===== config.mk =====
export PLATFORM = sky130hd
export DESIGN_NAME = cgra_cmem_loader
export DESIGN_NICKNAME = d
export VERILOG_FILES = /design/src/rtl/cgra_cmem_loader.sv
export SDC_FILE = /design/constraint.sdc
export NUM_CORES = 1
export LEC_CHECK = 0
export ABC_AREA = 1
export BUFFER_PORTS_ARGS = -buffer_cell sky130_fd_sc_hd__buf_2
export CORE_ASPECT_RATIO = 0.7
export CORE_UTILIZATION = 35
export CTS_CLUSTER_DIAMETER = 200
export DETAILED_ROUTE_END_ITERATION = 8
export PLACE_DENSITY_LB_ADDON = 0.12
export SYNTH_ARGS = -nofsm -noshare
export SYNTH_HDL_FRONTEND = slang
export SYNTH_SLANG_ARGS = --single-unit

===== constraint.sdc =====
create_clock -name clk_i -period 3.05 [get_ports clk_i]
set_input_delay 0.1525 -clock clk_i [delete_from_list [all_inputs] [get_ports clk_i]]
set_output_delay 0.1525 -clock clk_i [all_outputs]
set_load 0.01 [all_outputs]

===== src/rtl/cgra_cmem_loader.sv =====
// Context-memory bitstream loader: copies len_i words from system memory into the
// CGRA context memory through a small read-data FIFO, paced by a read-credit limit.
//
// state | meaning
// IDLE  | waiting for start_i
// RUN   | issuing reads, buffering responses, writing words to the context memory
// DRAIN | aborted; finishing already-asserted handshakes and absorbing late read data
module cgra_cmem_loader #(
   parameter int ADDR_WIDTH = 32,
   parameter int DATA_WIDTH = 32,
   parameter int LEN_WIDTH  = 16,
   parameter int FIFO_DEPTH = 4
) (
   input  logic                  clk_i,
   input  logic                  rst_ni,
   input  logic                  start_i,
   input  logic                  abort_i,
   input  logic [ADDR_WIDTH-1:0] src_addr_i,
   input  logic [ADDR_WIDTH-1:0] dst_addr_i,
   input  logic [LEN_WIDTH-1:0]  len_i,
   output logic                  busy_o,
   output logic                  done_o,
   output logic                  aborted_o,
   output logic [LEN_WIDTH-1:0]  words_done_o,
   output logic                  rd_req_o,
   output logic [ADDR_WIDTH-1:0] rd_addr_o,
   input  logic                  rd_gnt_i,
   input  logic [DATA_WIDTH-1:0] rd_rdata_i,
   input  logic                  rd_rvalid_i,
   output logic                  cm_req_o,
   output logic [ADDR_WIDTH-1:0] cm_add_o,
   output logic                  cm_we_o,
   output logic [3:0]            cm_be_o,
   output logic [DATA_WIDTH-1:0] cm_wdata_o,
   input  logic                  cm_gnt_i
);

   localparam int PTR_W = $clog2(FIFO_DEPTH);
   localparam int CNT_W = PTR_W + 1;
   localparam int SUM_W = CNT_W + 1;

   typedef enum logic [1:0] {
      IDLE  = 2'd0,
      RUN   = 2'd1,
      DRAIN = 2'd2
   } state_t;

   state_t state_q, state_d;

   logic [ADDR_WIDTH-1:0] src_q, dst_q;
   logic [LEN_WIDTH-1:0]  len_q, issued_q, written_q, written_inc;
   logic [CNT_W-1:0]      outstanding_q, count_q;
   logic [PTR_W-1:0]      wr_ptr_q, rd_ptr_q;
   logic [DATA_WIDTH-1:0] fifo_q [FIFO_DEPTH];
   logic [SUM_W-1:0]      in_flight;

   logic rd_hold_q, cm_hold_q, done_q, aborted_q;
   logic rd_req, cm_req, rd_fire, cm_fire, push, pop;
   logic start_ok, zero_start, last_write, drain_exit, rd_credit;

   assign written_inc = written_q + LEN_WIDTH'(1);
   // outstanding reads plus buffered words may never exceed the FIFO depth
   assign in_flight   = SUM_W'(outstanding_q) + SUM_W'(count_q);
   assign rd_credit   = in_flight < SUM_W'(FIFO_DEPTH);

   always_comb begin
      state_d    = state_q;
      rd_req     = 1'b0;
      cm_req     = 1'b0;
      start_ok   = 1'b0;
      zero_start = 1'b0;
      last_write = 1'b0;
      drain_exit = 1'b0;
      case (state_q)
         IDLE: begin
            if (start_i) begin
               if (len_i != '0) begin
                  start_ok = 1'b1;
                  state_d  = RUN;
               end else begin
                  zero_start = 1'b1;
               end
            end
         end
         RUN: begin
            rd_req     = (issued_q < len_q) && rd_credit;
            cm_req     = (count_q != '0);
            last_write = cm_req && cm_gnt_i && (written_inc == len_q);
            if (last_write) begin
               state_d = IDLE;
            end else if (abort_i) begin
               state_d = DRAIN;
            end
         end
         DRAIN: begin
            // only requests left hanging at abort time stay on the bus
            rd_req = rd_hold_q;
            cm_req = cm_hold_q;
            if ((outstanding_q == '0) && !rd_hold_q && !cm_hold_q) begin
               drain_exit = 1'b1;
               state_d    = IDLE;
            end
         end
         default: state_d = IDLE;
      endcase
   end

   assign rd_fire = rd_req && rd_gnt_i;
   assign cm_fire = cm_req && cm_gnt_i;
   assign push    = rd_rvalid_i && (state_q == RUN);
   assign pop     = cm_fire;

   always_ff @(posedge clk_i or negedge rst_ni) begin
      if (!rst_ni) begin
         state_q   <= IDLE;
         done_q    <= 1'b0;
         aborted_q <= 1'b0;
         rd_hold_q <= 1'b0;
         cm_hold_q <= 1'b0;
         src_q     <= '0;
         dst_q     <= '0;
         len_q     <= '0;
      end else begin
         state_q   <= state_d;
         done_q    <= zero_start || last_write || drain_exit;
         rd_hold_q <= rd_req && !rd_gnt_i;
         cm_hold_q <= cm_req && !cm_gnt_i;
         if (start_ok) begin
            src_q <= src_addr_i;
            dst_q <= dst_addr_i;
            len_q <= len_i;
         end
         if (start_ok || zero_start) begin
            aborted_q <= 1'b0;
         end else if (drain_exit) begin
            aborted_q <= 1'b1;
         end
      end
   end

   always_ff @(posedge clk_i or negedge rst_ni) begin
      if (!rst_ni) begin
         issued_q      <= '0;
         written_q     <= '0;
         outstanding_q <= '0;
      end else begin
         if (start_ok || zero_start) begin
            issued_q  <= '0;
            written_q <= '0;
         end else begin
            if (rd_fire) issued_q <= issued_q + LEN_WIDTH'(1);
            if (cm_fire) written_q <= written_inc;
         end
         if (rd_fire && !rd_rvalid_i) begin
            outstanding_q <= outstanding_q + CNT_W'(1);
         end else if (!rd_fire && rd_rvalid_i && (outstanding_q != '0)) begin
            outstanding_q <= outstanding_q - CNT_W'(1);
         end
      end
   end

   always_ff @(posedge clk_i or negedge rst_ni) begin
      if (!rst_ni) begin
         wr_ptr_q <= '0;
         rd_ptr_q <= '0;
         count_q  <= '0;
         for (int i = 0; i < FIFO_DEPTH; i++) fifo_q[i] <= '0;
      end else if (drain_exit) begin
         wr_ptr_q <= '0;
         rd_ptr_q <= '0;
         count_q  <= '0;
      end else begin
         if (push) begin
            fifo_q[wr_ptr_q] <= rd_rdata_i;
            wr_ptr_q         <= wr_ptr_q + PTR_W'(1);
         end
         if (pop) rd_ptr_q <= rd_ptr_q + PTR_W'(1);
         if (push && !pop) begin
            count_q <= count_q + CNT_W'(1);
         end else if (pop && !push) begin
            count_q <= count_q - CNT_W'(1);
         end
      end
   end

   assign busy_o       = (state_q != IDLE);
   assign done_o       = done_q;
   assign aborted_o    = aborted_q;
   assign words_done_o = written_q;
   assign rd_req_o     = rd_req;
   assign rd_addr_o    = src_q + (ADDR_WIDTH'(issued_q) << 2);
   assign cm_req_o     = cm_req;
   assign cm_add_o     = dst_q + (ADDR_WIDTH'(written_q) << 2);
   assign cm_we_o      = 1'b1;
   assign cm_be_o      = 4'hF;
   assign cm_wdata_o   = fifo_q[rd_ptr_q];

endmodule


* Yosys cells after proc, flatten, opt, wreduce, memory -nomap -nowiden
Index checks and enable logic that the tools add are counted.
** Storage, ports and cells
- Input port bits :: 119
- Word-level logic and storage cells :: 124
- Output and inout port bits :: 122
- Flip-flop bits (word level) :: 256
** Operators by class
- Add/subtract/negate cells :: 11
- Reductions and logical operators :: 42
- Bitwise gates (word level) :: 3
- Multiplexer cells :: 38
- $lt $le $gt $ge :: 5
- Eq/ne operators :: 7
** Operators with widths (count)
- 128-bit bitwise mux :: 1
- 32-bit 2-to-1 mux :: 3
- 32-bit by 18-bit adder with 32-bit output :: 2
- 32-bit binary-select mux with 2-bit select :: 1
- 32-bit demux with 2-bit select :: 1
- 16-bit 2-to-1 mux :: 4
- 16-bit by 1-bit adder with 16-bit output (second input constant) :: 2
- 2-bit 2-to-1 mux :: 9
- 16-bit equality test :: 1
- 1-bit logical AND :: 16
- 16-bit < comparator :: 1
- 16-bit nonzero test :: 1
- 3-bit 2-to-1 mux :: 5
- 2-bit nonzero test :: 7
- 1-bit 2-to-1 mux :: 11
- 3-bit nonzero test :: 3
- 1-bit zero test :: 8
- 3-bit by 1-bit adder with 3-bit output (second input constant) :: 2
- 3-bit greater-or-equal comparator (second input constant) :: 2
- 2-bit != test (second input constant) :: 3
- 2-bit NOT with 3-bit output :: 2
- 2-bit case mux with 3 select lines :: 1
- 3-bit by 1-bit subtractor with 3-bit output (second input constant) :: 2
- 2-bit by 1-bit adder with 2-bit output (second input constant) :: 2
- other kinds (13) :: 16

* Depth between registers and ports, before layout
- Word-level depth :: 10
- Depth in mapped cells :: 21
- Depth with buffers taken out :: 21

* Worst setup path before layout
OpenSTA, ideal clock, no wires.
- Kind :: reg-to-output
- Start point :: register written_q[0] (netlist: words_done_o[0])
- End point :: output cm_add_o[30]
- Data required time :: 2897 ps
- Data arrival time :: 2385 ps
- Setup slack :: 513 ps
- Cell stages (with the launch flop) :: 17
- Cell sequence :: dfrtp_1 -> ha_1 -> inv_1 -> fa_1 -> nand3b_1 -> nand2_1 -> nand2_1 -> inv_1 -> nand2_1 -> nand2_1 -> nand2_1 -> nand2_1 -> nand3_1 -> o2111ai_2 -> nand2_1 -> nor2_1 -> xor2_1
** On the way
- Longest elaborated chain between the ends :: 1
** Ends and longest elaborated chain
- from (decl) :: RTL line 51 : logic [LEN_WIDTH-1:0] len_q, issued_q, written_q, written_inc;
- from (signal assigned) :: RTL line 152 : if (cm_fire) written_q <= written_inc;
- 32-bit by 18-bit adder with 32-bit output :: RTL line 193 : assign cm_add_o = dst_q + (ADDR_WIDTH'(written_q) << 2);
- to (decl) :: RTL line 31 : output logic [ADDR_WIDTH-1:0] cm_add_o,
Every way passes these cells.

* Worst setup path after layout
- Start point :: register dst_q[2]
- End point :: output cm_add_o[30]
** On the way
- Longest elaborated chain between the ends :: 1
** Ends and longest elaborated chain
- from (decl) :: RTL line 50 : logic [ADDR_WIDTH-1:0] src_q, dst_q;
- from (signal assigned) :: RTL line 130 : dst_q <= dst_addr_i;
- 32-bit by 18-bit adder with 32-bit output :: RTL line 193
Every way passes these cells.

==> impl_metrics.env <==
export IMPL_met2_usage=0.3084
export IMPL_fin_skew_ns=0.01607
export IMPL_timing_rr_start="issued_q[9]"
export IMPL_wl_um=42070
export IMPL_grt_max_degree=80
export IMPL_critical_path_class="reg2out"
export IMPL_critPathMaxFanout=6
export IMPL_whs_path_depth=6
export IMPL_min_from="start_i"
export IMPL_yosys_area_top_type="dfrtp_1"
export IMPL_start_util=0.3584
export IMPL_grt_pass1_wl_um=66740
export IMPL_hp_class="in2reg"
export IMPL_first_iter_violations=723
export IMPL_slew_violations=0
export IMPL_ys_types=43
export IMPL_syn_area_um2=13910
export IMPL_core_um2=38810
export IMPL_wl_per_cell_um=16.33
export IMPL_max_slew_margin_rel=0.5171
export IMPL_period_share=0.9892
export IMPL_final_common_cell="nand2_1"
export IMPL_placementRows=60
export IMPL_startpoint_type="flip-flop"
export IMPL_fmax_ghz=0.3315
export IMPL_grt_pass1_vias=12300
export IMPL_ir_worst_vdd_uv=446.5
export IMPL_critPathArrivalTime_ns=2.86
export IMPL_fin_cells=2576
export IMPL_cp_startpoint="dst_q[2]"
export IMPL_die_area_um2=40560
export IMPL_status="completed"
export IMPL_synth_top_area_frac=0.4605
export IMPL_antenna_found_initial=1
export IMPL_ios=241
export IMPL_numCtsBuffers=29
export IMPL_worst_slew_pin_slew_ns=0.7243
export IMPL_clock_path_buffers=3
export IMPL_maxCapViolCount=0
export IMPL_io_buffers=235
export IMPL_p_leak_nw=8.829
export IMPL_dp_cells=2390
export IMPL_dr_pass1_iters=5
export IMPL_clockRootBuffer="clkbuf_16"
export IMPL_hold_violations=0
export IMPL_period_minus_slack_ns=3.017
export IMPL_grtUsageMet3=0.03637
export IMPL_vias=12500
export IMPL_rsz0062_at_grt="yes"
export IMPL_use_met1=0.3072
export IMPL_routabilityCongestion=0.8752
export IMPL_area_delta_synth_final_pct=32.61
export IMPL_layout_drive_gt1_share=0.2290
export IMPL_insertion_delay_ns=0.57
export IMPL_track_usage=0.2060
export IMPL_dp_hpwl_um=28560
export IMPL_yosys_warnings=0
export IMPL_busiest_layer="met2"
export IMPL_vias_per_cell=4.854
export IMPL_synth_seq_area_share=0.4605
export IMPL_cts_sinks=256
export IMPL_pwr_density_cell_nw_per_um2=906.7
export IMPL_critPathCaptureType="output port"
export IMPL_nets=2208
export IMPL_final_cell_mix="313 x nand2_1, 245 x dfrtp_1, 234 x buf_2, 219 x o21ai_0, 167 x nor2_1"
export IMPL_htreeDepth=1
export IMPL_syn_avg_cell_area_um2=8.370
export IMPL_ant_nets=0
export IMPL_synth_seq_cells=256
export IMPL_required_ns=2.90
export IMPL_die_x_um=240.3
export IMPL_fp_dieH_um=168.8
export IMPL_final_util=0.4753
export IMPL_rr_worst_depth=17
export IMPL_cts_tree="built"
export IMPL_syn_inst=1662
export IMPL_clk_pin_slew_ns=0.06
export IMPL_grt_overflow=0
export IMPL_post_route_drc_count=0
export IMPL_synth_area_leaders="dfrtp_1 46%, nand2_1 8.9%, o21ai_0 8.0%"
export IMPL_setup_viol=0
synth_stat cells:
library cell and number:
a21o_1 2, o22ai_1 45, conb_1 1, a31oi_1 2, nor2_1 170, fa_1 4, nand3b_1 2, buf_1 4
o21a_1 3, buf_2 23, and2_1 1, nor2_4 1, xor2_1 52, dfrtp_1 256, clkbuf_1 35, nor3_1 21
nand2_2 1, inv_1 142, o31ai_1 6, o21bai_1 1, nor2_2 6, nand3_2 2, inv_2 1, or2_2 1
nor3_4 1, o211ai_1 2, o2111ai_2 1, a21oi_1 82, xor2_2 1, o221ai_1 1, mux2_2 50, o21ai_0 223
a31oi_2 1, nor4_1 11, clkinv_1 1, nand3_1 61, o21ai_1 5, xnor2_1 20, o21ai_2 3, buf_4 9
nand4_1 21, ha_1 58, nand2_1 329
cell type report:
cell class	count	area [µm²]
antenna	1	2.502
clock buffer	37	785.8
clock inverter	15	210.2
fill	3838	20360
inverter	144	540.5
multi-input combinational	1195	7017
sequential	256	6420
tap	527	659.4
timing repair buffer	401	2813
logic make-up (layout without fill, tap and decap cells):
logic type | Yosys count | after routing | share of synthesized area
mux | 50 | 50 | 0.04047
compound gates | 377 | 377 | 0.1447
xor+xnor | 73 | 73 | 0.04650
fa+ha+maj | 62 | 62 | 0.05792
buf+inv | 215 | 597 | 0.06251
simple gates | 628 | 628 | 0.1871
flops | 256 | 256 | 0.4605
other cells | 1 | 6 | 0.0002696
what timing repair did:
action	CTS	global route
pin swaps	4	21
hold buffers	117	0
gates cloned	0	0
resized for setup	18	63
setup buffers	4	12
setup endpoints to repair	26	31
endpoints found under the hold margin	287	0
metrics by stage:
step	hold WS [ns]	total power, mW	cell area [µm²]	setup WS, ns	setup TNS [ns]
6_report	0.09026	16.73	18450	0.03302	0
5_1_grt	0.1200	18.11	18450	-0.1340	-0.5717
4_1_cts	0.05051	16.66	18060	-0.06051	-0.06051
3_5_place_dp	0.2011	12.69	15800	0.3544	0
3_3_place_gp	0.2002	12.59	15800	0.3735	0
2_1_floorplan	-0.1431	10.19	13930	0.5130	0
where the power goes:
part           total (mW)  leakage (nW)  internal (mW)  switching [mW]
Sequential           5.84          3.19           4.87           0.971
Combinational        7.18          5.16           2.95            4.23
Clock                3.70         0.480           2.23            1.47
worst max-delay path, cell delays in order, from the launching register on:
cell and delay (ns):
dfrtp_1 0.36, ha_2 0.18, inv_2 0.04, fa_2 0.36, nand3b_1 0.17, nand2_1 0.10
nand2_1 0.07, inv_2 0.07, nand2_2 0.05, nand2_2 0.07, nand2_2 0.07, nand2_4 0.07
nand3_2 0.08, o2111ai_4 0.11, nand2_2 0.11, nor2_2 0.12, xor2_1 0.14, buf_2 0.14
sequential cells by signal, indices dropped and copies added (netlist names), 3 cells and up:
signal / cells
outstanding_q: 3
words_done_o: 16
count_q: 3
dst_q: 32
len_q: 16
issued_q: 16
src_q: 32
fifo_q: 128
routing by layer:
layer,vias up,part of all wire
li1,6263,-
met1,5847,0.51
met2,332,0.42
met3,61,0.053
met4,0,0.021
met5,-,0
worst paths after layout:
kind,to,slack [ns]
max,cm_add_o[30],0.03
max reg2reg,outstanding_q[2],0.40
min reg2reg,fifo_q[66],0.48
min in group asynchronous,dst_q[1],0.18
min,state_q[1],0.09
max in group asynchronous,src_q[19],2.03
Power figures use the tool's default switching activity.
